File: config.mk
export PLATFORM = sky130hd
export DESIGN_NAME = ifetch_sequencer_flat
export DESIGN_NICKNAME = d
export VERILOG_FILES = /design/src/rtl/ifetch_sequencer_if.sv /design/src/rtl/ifetch_sequencer.sv /design/src/flat_wrapper.sv
export SDC_FILE = /design/constraint.sdc
export NUM_CORES = 1
export LEC_CHECK = 0
export CORE_MARGIN = 2
export CORE_UTILIZATION = 35
export CTS_BUF_LIST = sky130_fd_sc_hd__clkbuf_8
export DETAILED_ROUTE_END_ITERATION = 16
export GPL_TIMING_DRIVEN = 0
export PLACE_DENSITY = 0.58
export SLEW_MARGIN = 0
export SYNTH_ARGS = -nofsm -noshare
export SYNTH_HDL_FRONTEND = slang
export SYNTH_SLANG_ARGS = --single-unit
File: constraint.sdc
create_clock -name clk -period 8.9 [get_ports clk]
set_input_delay 2.225 -clock clk [delete_from_list [all_inputs] [get_ports clk]]
set_output_delay 2.225 -clock clk [all_outputs]
set_load 0.05 [all_outputs]
File: src/rtl/ifetch_sequencer_if.sv
// ifetch_sequencer_if: instruction ROM port, redirect request and decode-side handshake of the fetch sequencer
interface ifetch_sequencer_if #(
    parameter int ADDR_W = 12
);
    logic [ADDR_W-1:0] imem_addr;
    logic [31:0]       imem_rdata;
    logic              redirect_valid;
    logic [ADDR_W-1:0] redirect_pc;
    logic              out_valid;
    logic              out_ready;
    logic [31:0]       out_instr;
    logic [ADDR_W-1:0] out_pc;
    logic [31:0]       fetch_count;
    modport master (
        output imem_addr, out_valid, out_instr, out_pc, fetch_count,
        input  imem_rdata, redirect_valid, redirect_pc, out_ready
    );
    modport slave (
        input  imem_addr, out_valid, out_instr, out_pc, fetch_count,
        output imem_rdata, redirect_valid, redirect_pc, out_ready
    );
endinterface

File: src/rtl/ifetch_sequencer.sv
// ifetch_sequencer: sequential fetch into a 2-entry output queue with redirect flush; IFETCH_PERF_COUNT_EN enables fetch_count
module ifetch_sequencer #(
    parameter int                ADDR_W   = 12,
    parameter logic [ADDR_W-1:0] RESET_PC = '0
) (
    input logic               clk,
    input logic               rst,
    ifetch_sequencer_if.master io_bus
);
    logic [ADDR_W-1:0] r_pc;
    logic [ADDR_W-1:0] r_tag;
    logic              r_infl;
    logic [1:0]        r_occ;
    logic [31:0]       r_qi [2];
    logic [ADDR_W-1:0] r_qp [2];
    logic              w_valid;
    logic              w_deq;
    logic              w_issue;
    logic              w_wi;
    always_comb begin
        w_valid = r_occ != 2'd0;
        w_deq   = w_valid && io_bus.out_ready;
        w_issue = !io_bus.redirect_valid && ({1'b0, r_occ} + {2'b0, r_infl} - {2'b0, w_deq} < 3'd2);
        w_wi    = r_occ[0] ^ w_deq;
    end
    assign io_bus.imem_addr = r_pc;
    assign io_bus.out_valid = w_valid;
    assign io_bus.out_instr = w_valid ? r_qi[0] : '0;
    assign io_bus.out_pc    = w_valid ? r_qp[0] : '0;
    // Entry 0 is the head; the returning word lands in the first free slot after any dequeue shift.
    always_ff @(posedge clk) begin
        if (!rst) begin
            r_pc   <= {RESET_PC[ADDR_W-1:2], 2'b00};
            r_infl <= 1'b0;
            r_occ  <= 2'd0;
        end else if (io_bus.redirect_valid) begin
            r_pc   <= {io_bus.redirect_pc[ADDR_W-1:2], 2'b00};
            r_infl <= 1'b0;
            r_occ  <= 2'd0;
        end else begin
            r_infl <= w_issue;
            r_tag  <= r_pc;
            if (w_issue) r_pc <= r_pc + ADDR_W'(4);
            if (w_deq) begin
                r_qi[0] <= r_qi[1];
                r_qp[0] <= r_qp[1];
            end
            if (r_infl) begin
                r_qi[w_wi] <= io_bus.imem_rdata;
                r_qp[w_wi] <= r_tag;
            end
            r_occ <= r_occ + {1'b0, r_infl} - {1'b0, w_deq};
        end
    end
`ifdef IFETCH_PERF_COUNT_EN
    logic [31:0] r_cnt;
    always_ff @(posedge clk) r_cnt <= !rst ? 32'd0 : r_cnt + {31'd0, w_deq};
    assign io_bus.fetch_count = r_cnt;
`else
    assign io_bus.fetch_count = 32'd0;
`endif
endmodule

File: src/flat_wrapper.sv
// flat-port wrapper written by rule: the top's interface ports become plain ports
module ifetch_sequencer_flat 
#(
    parameter int                ADDR_W   = 12,
    parameter logic [ADDR_W-1:0] RESET_PC = '0
)
  (clk, rst, io_bus_imem_addr, io_bus_out_valid, io_bus_out_instr, io_bus_out_pc, io_bus_fetch_count, io_bus_imem_rdata, io_bus_redirect_valid, io_bus_redirect_pc, io_bus_out_ready);
  ifetch_sequencer_if #(.ADDR_W(ADDR_W)) io_bus_i ();
  input logic clk;
  input logic rst;
  output wire logic [$bits(io_bus_i.imem_addr)-1:0] io_bus_imem_addr;
  output wire logic [$bits(io_bus_i.out_valid)-1:0] io_bus_out_valid;
  output wire logic [$bits(io_bus_i.out_instr)-1:0] io_bus_out_instr;
  output wire logic [$bits(io_bus_i.out_pc)-1:0] io_bus_out_pc;
  output wire logic [$bits(io_bus_i.fetch_count)-1:0] io_bus_fetch_count;
  input wire logic [$bits(io_bus_i.imem_rdata)-1:0] io_bus_imem_rdata;
  input wire logic [$bits(io_bus_i.redirect_valid)-1:0] io_bus_redirect_valid;
  input wire logic [$bits(io_bus_i.redirect_pc)-1:0] io_bus_redirect_pc;
  input wire logic [$bits(io_bus_i.out_ready)-1:0] io_bus_out_ready;
  assign io_bus_imem_addr = io_bus_i.imem_addr;
  assign io_bus_out_valid = io_bus_i.out_valid;
  assign io_bus_out_instr = io_bus_i.out_instr;
  assign io_bus_out_pc = io_bus_i.out_pc;
  assign io_bus_fetch_count = io_bus_i.fetch_count;
  assign io_bus_i.imem_rdata = io_bus_imem_rdata;
  assign io_bus_i.redirect_valid = io_bus_redirect_valid;
  assign io_bus_i.redirect_pc = io_bus_redirect_pc;
  assign io_bus_i.out_ready = io_bus_out_ready;
  ifetch_sequencer #(.ADDR_W(ADDR_W), .RESET_PC(RESET_PC)) u_core (.clk(clk), .rst(rst), .io_bus(io_bus_i));
endmodule
Yosys cells after proc, flatten, opt, wreduce, memory -nomap -nowiden. Memory sizes are Yosys's and may differ from the RTL's. Index checks and enable logic that the tools add are counted.

Bits in writable memories: 88. Bits in registers: 27. Memories: 2. Word-level logic and storage cells: 35.

Memories: u_core.r_qi (words 2, bits a word 32, read ports 2, clocked after Yosys merged registers in 0, wr ports 2, RTL line ifetch_sequencer.sv:14) `logic [31:0] r_qi [2];`; u_core.r_qp (words 2, bits a word 12, read ports 2, clocked after Yosys merged registers in 0, wr ports 2, RTL line ifetch_sequencer.sv:15) `logic [ADDR_W-1:0] r_qp [2];`.

Reduce and logical (&&, ||, !) cells: 7. Bitwise operators: 3. $add $sub $neg: 5. Mux-type cells: 12. Order comparisons: 1.

Operator list (count): $mux 12 (3); $mux 32 (1); $add 12x3->12 const B (1); $mux 1 (8); $reduce_bool 2->1 (2); $add 2x1->3 (1); $lt 3x2->1 const B (1); $sub 3x1->3 (1); $add 2x1->2 (1); $logic_and 1x1->1 (2); $not 1->1 (2); $reduce_and 2->1 (1); $reduce_or 2->1 (1); $sub 2x1->2 (1); $logic_not 1->1 (1); $xor 1x1->1 (1).

Depth between registers and ports, before layout.
Depth after elaboration: 7. Depth in mapped cells: 11. Mapped depth without buffers: 10.

Least setup slack after synthesis. OpenSTA, ideal clock, no wires.

Path type: input -> register. Start point: in io_bus_redirect_valid. End point: mem u_core.r_qi[0][0], enable pin. Buffers on the path: 0. Stages on the path: 3. Path slack: 3.063 ns. Arrival: 5.337 ns. Data required time: 8.400 ns. Cell sequence: inv_2 nand2_1 o21ai_0.

RTL lines: start: declaration (RTL line flat_wrapper.sv:17) `input wire logic [$bits(io_bus_i.redirect_valid)-1:0] io_bus_redirect_valid;`; end: declaration (RTL line ifetch_sequencer.sv:14).

Worst setup path after layout.
Start point: reg u_core.r_occ[1]. End point: out io_bus_out_instr[28].

Longest elaborated chain between the ends: 2.

Ends and longest elaborated chain: start: declaration (RTL line ifetch_sequencer.sv:13) `logic [1:0] r_occ;`; start signal: assignment (RTL line ifetch_sequencer.sv:52) `r_occ <= r_occ + {1'b0, r_infl} - {1'b0, w_deq};`; $reduce_bool 2->1 (RTL line ifetch_sequencer.sv:21) `w_valid = r_occ != 2'd0;`; $mux 32 (RTL line ifetch_sequencer.sv:28) `assign io_bus.out_instr = w_valid ? r_qi[0] : '0;`; end: declaration (RTL line flat_wrapper.sv:13) `output wire logic [$bits(io_bus_i.out_instr)-1:0] io_bus_out_instr;`.

Every way passes these cells.

==> results by group <==
Critical path
  – CP startpoint: u_core.r_occ[1]
  – Worst endpoint required time: 6.68 ns
  – CP Max Fanout: 10
  – Setup CP Type: register to primary output
  – Worst R2R Setup Slack: 5.72 ns
  – Worst Path Arrival: 2.62 ns
  – FF-to-FF Start: u_core.r_occ[1]
  – Startpoint types: register
  – FF-to-FF End: u_core.io_bus.imem_addr[11]
  – Worst Setup End Kind: primary output
  – Cell depth of the worst flop-to-flop path: 11

Logic synthesis
  – Synthesized flop and latch total: 107
  – Area leader, netlist: edfxtp_1
  – Post-synth top area share: 61.40%
  – Ys Warns: 0
  – Yosys cell types: 30
  – Sequential fraction of the synthesis area: 67.07%
  – Largest cells by area after synthesis: edfxtp_1 61%, buf_4 6.5%, and2_1 6.0%
  – Cells after Synth: 307
  – Cell Area, Synth: 4597 um^2
  – Post-synthesis area per instance: 14.97 um^2

Timing
  – Post-route clock skew: 0.007383 ns
  – Setup TNS: 0 ns
  – Tmin final: 4.842 ns
  – Fmax: 0.2065 GHz
  – Final Max Slew Viols: 0
  – Relative slew slack: 52.53%
  – Period Utilization, post-route: 54.40%
  – Final Hold Fails: 0
  – Measured slew at the worst slew-check pin: 0.7094 ns
  – Setup slack after layout: 4.058 ns
  – RSZ-0062 raised after global routing: no
  – Endpoints failing setup: 0

GRT
  – Largest net degree at the start of global routing: 30
  – Vias in the first global route: 2584
  – Top Usage Layer GRT: met2
  – Met2 GRT Util: 18.43%
  – Initial antenna violation count: 0
  – Global-route wire length before repair: 13.23 mm
  – GRT Util Overall: 11.97%
  – M3 GR Usage: 4.102%
  – GR Util met1: 15.90%
  – Overflow after GRT: 0

Floorplan
  – Starting Density: 36.13%
  – Site Rows: 41
  – Die height: 118.6 um
  – # IOs: 137
  – Die area: 14070 um^2
  – Die width: 118.6 um
  – Core Box Area: 12720 um^2

Power
  – Power Density: 167.0 nW/um^2
  – Total power: 1031 uW
  – Maximum vdd ir drop: 0.06682 mV
  – Leakage: 0.002220 uW

Clock tree
  – Sink Count: 107
  – Post-CTS Setup Repair Bufs: 0
  – Num CTS Buffers: 9
  – H-tree Lvls: 3
  – CTS tree: done
  – Clock-pin slew on the worst setup and hold paths: 0.09 ns
  – Worst-Skew Late Latency: 0.36 ns
  – Post-cts sizing count: 0
  – Hold_buf cts: 0
  – Max Root-Sink Buffers: 2
  – Root buffer selected by CTS: clkbuf_8

Cells and area
  – Commonest non-fill, non-tap cells in the layout: 98 x clkdlybuf4s50_1, 94 x edfxtp_1, 44 x and2_1
  – Area Overhead vs Synth: 34.32%
  – Fin nets: 504
  – ANT cells: 0
  – Post-Layout Cell Count: 630
  – Final core utilization: 48.53%
  – Share of layout cells above drive strength 1: 18.34%
  – Commonest non-fill, non-tap cell in the layout: clkdlybuf4s50_1
  – Fillers: 1174

Status
  – Status: complete, no violations

Hold path
  – HP Class: register to register
  – Worst Hold Launch: u_core.r_tag[4]
  – Worst Hold Depth: 0
  – Hold Crit Endpoint: u_core.r_qp[1][4]

Route
  – Post-DR wirelength/cell: 13.21 um
  – Final ANT Viol Nets: 0
  – Initial drt markers: 130
  – Final WL: 8.322 mm
  – Vias: 2650
  – Initial DRT Pass Iterations: 4
  – Vias per cell: 4.206
  – Drc violations: 0

Place
  – Post-DP HPWL: 5.988 mm
  – Place WS: 3.934 ns
  – Placed instance count: 614
  – Gpl congestion: 0.7106
  – Input/output buffers: 98

Flow run
  – Max-cap violation count: 0
==> cells in the mapped netlist, drive strengths merged <==
master / number
edfxtp: 94
a21oi: 10
xnor2: 10
conb: 1
mux2i: 1
nand2b: 1
nor4: 2
inv: 3
and2: 44
nand3: 2
or2: 2
fa: 1
nor4b: 2
nor2: 3
nand3b: 1
nand4: 1
buf: 40
ha: 2
o21ai: 11
nand2: 8
nor3b: 1
clkbuf: 8
dfxtp: 13
mux2: 43
nor3: 3
==> worst max-delay path: stages, from the launching register on <==
cell,delay (ns)
dfxtp_1,0.42
or2_1,0.13
clkbuf_1,0.34
clkbuf_1,0.35
and2_1,0.20
clkdlybuf4s50_1,0.82
==> power breakdown <==
| group | switching (uW) | internal (uW) | total, uW |
|---|---|---|---|
| clock | 159 | 130 | 289 |
| sequential | 7.61 | 557 | 565 |
| combinational | 112 | 65.8 | 177 |
| total | 278 | 753 | 1030 |
==> cells by family (layout without fill, tap and decap cells) <==
logic type | Yosys count | in the layout | synth area share (%)
adders and majority gates | 3 | 3 | 0.9798
and+or+nand+nor | 70 | 70 | 9.336
AOI/OAI and AO/OA | 21 | 21 | 2.286
xor gates and xnor gates | 10 | 10 | 2.069
other | 1 | 36 | 0.08158
muxes | 44 | 44 | 10.75
DFF | 107 | 107 | 67.07
buffers and inverters | 51 | 167 | 7.431
==> flip-flops by register name (all words and copies together) (netlist names) <==
register and flops:
u_core.r_tag 10, u_core.r_infl 1, u_core.r_qi 64, u_core.r_occ 2
u_core.r_qp 20, u_core.io_bus.imem_addr 10
==> metrics by stage <==
step | instance area (um^2) | hold slack [ns]
after floorplan | 4728 | 0.4187
after global placement | 5924 | 0.4325
after detailed placement | 5983 | 0.4374
after CTS | 6175 | 0.4609
after global routing | 6175 | 0.4771
final | 6175 | 0.4548
==> worst max path at each step <==
stage	cells after the start	endpoint	slack, ns
2_1_floorplan	3	u_core.r_qi[0][0]	3.06
3_3_place_gp	3	u_core.r_qi[0][4]	0.68
3_5_place_dp	10	u_core.io_bus.imem_addr[11]	3.93
4_1_cts	5	io_bus_out_instr[28]	3.96
5_1_grt	5	io_bus_out_pc[3]	3.83
6_report	5	io_bus_out_instr[28]	4.06
==> metal layers <==
metal / routed length, um / part of all wire, %
met1: 3904 / 47
met2: 3760 / 45
met3: 568 / 6.8
met4: 87 / 1.0
met5: 0 / 0
==> final cells by class <==
| class | instances | area, um^2 | area share, % |
|---|---|---|---|
| Timing Repair Buffer | 100 | 1021 | 16.53 |
| Inverter | 3 | 11.26 | 0.1824 |
| Sequential cell | 107 | 3083 | 49.93 |
| Clock inverter | 7 | 67.56 | 1.094 |
| Buffer | 48 | 330.3 | 5.350 |
| Multi-Input combinational cell | 184 | 1323 | 21.42 |
| Tap cell | 172 | 215.2 | 3.485 |
| Clock buffer | 9 | 123.9 | 2.006 |
No activity file was read; power rests on OpenSTA's default activity.
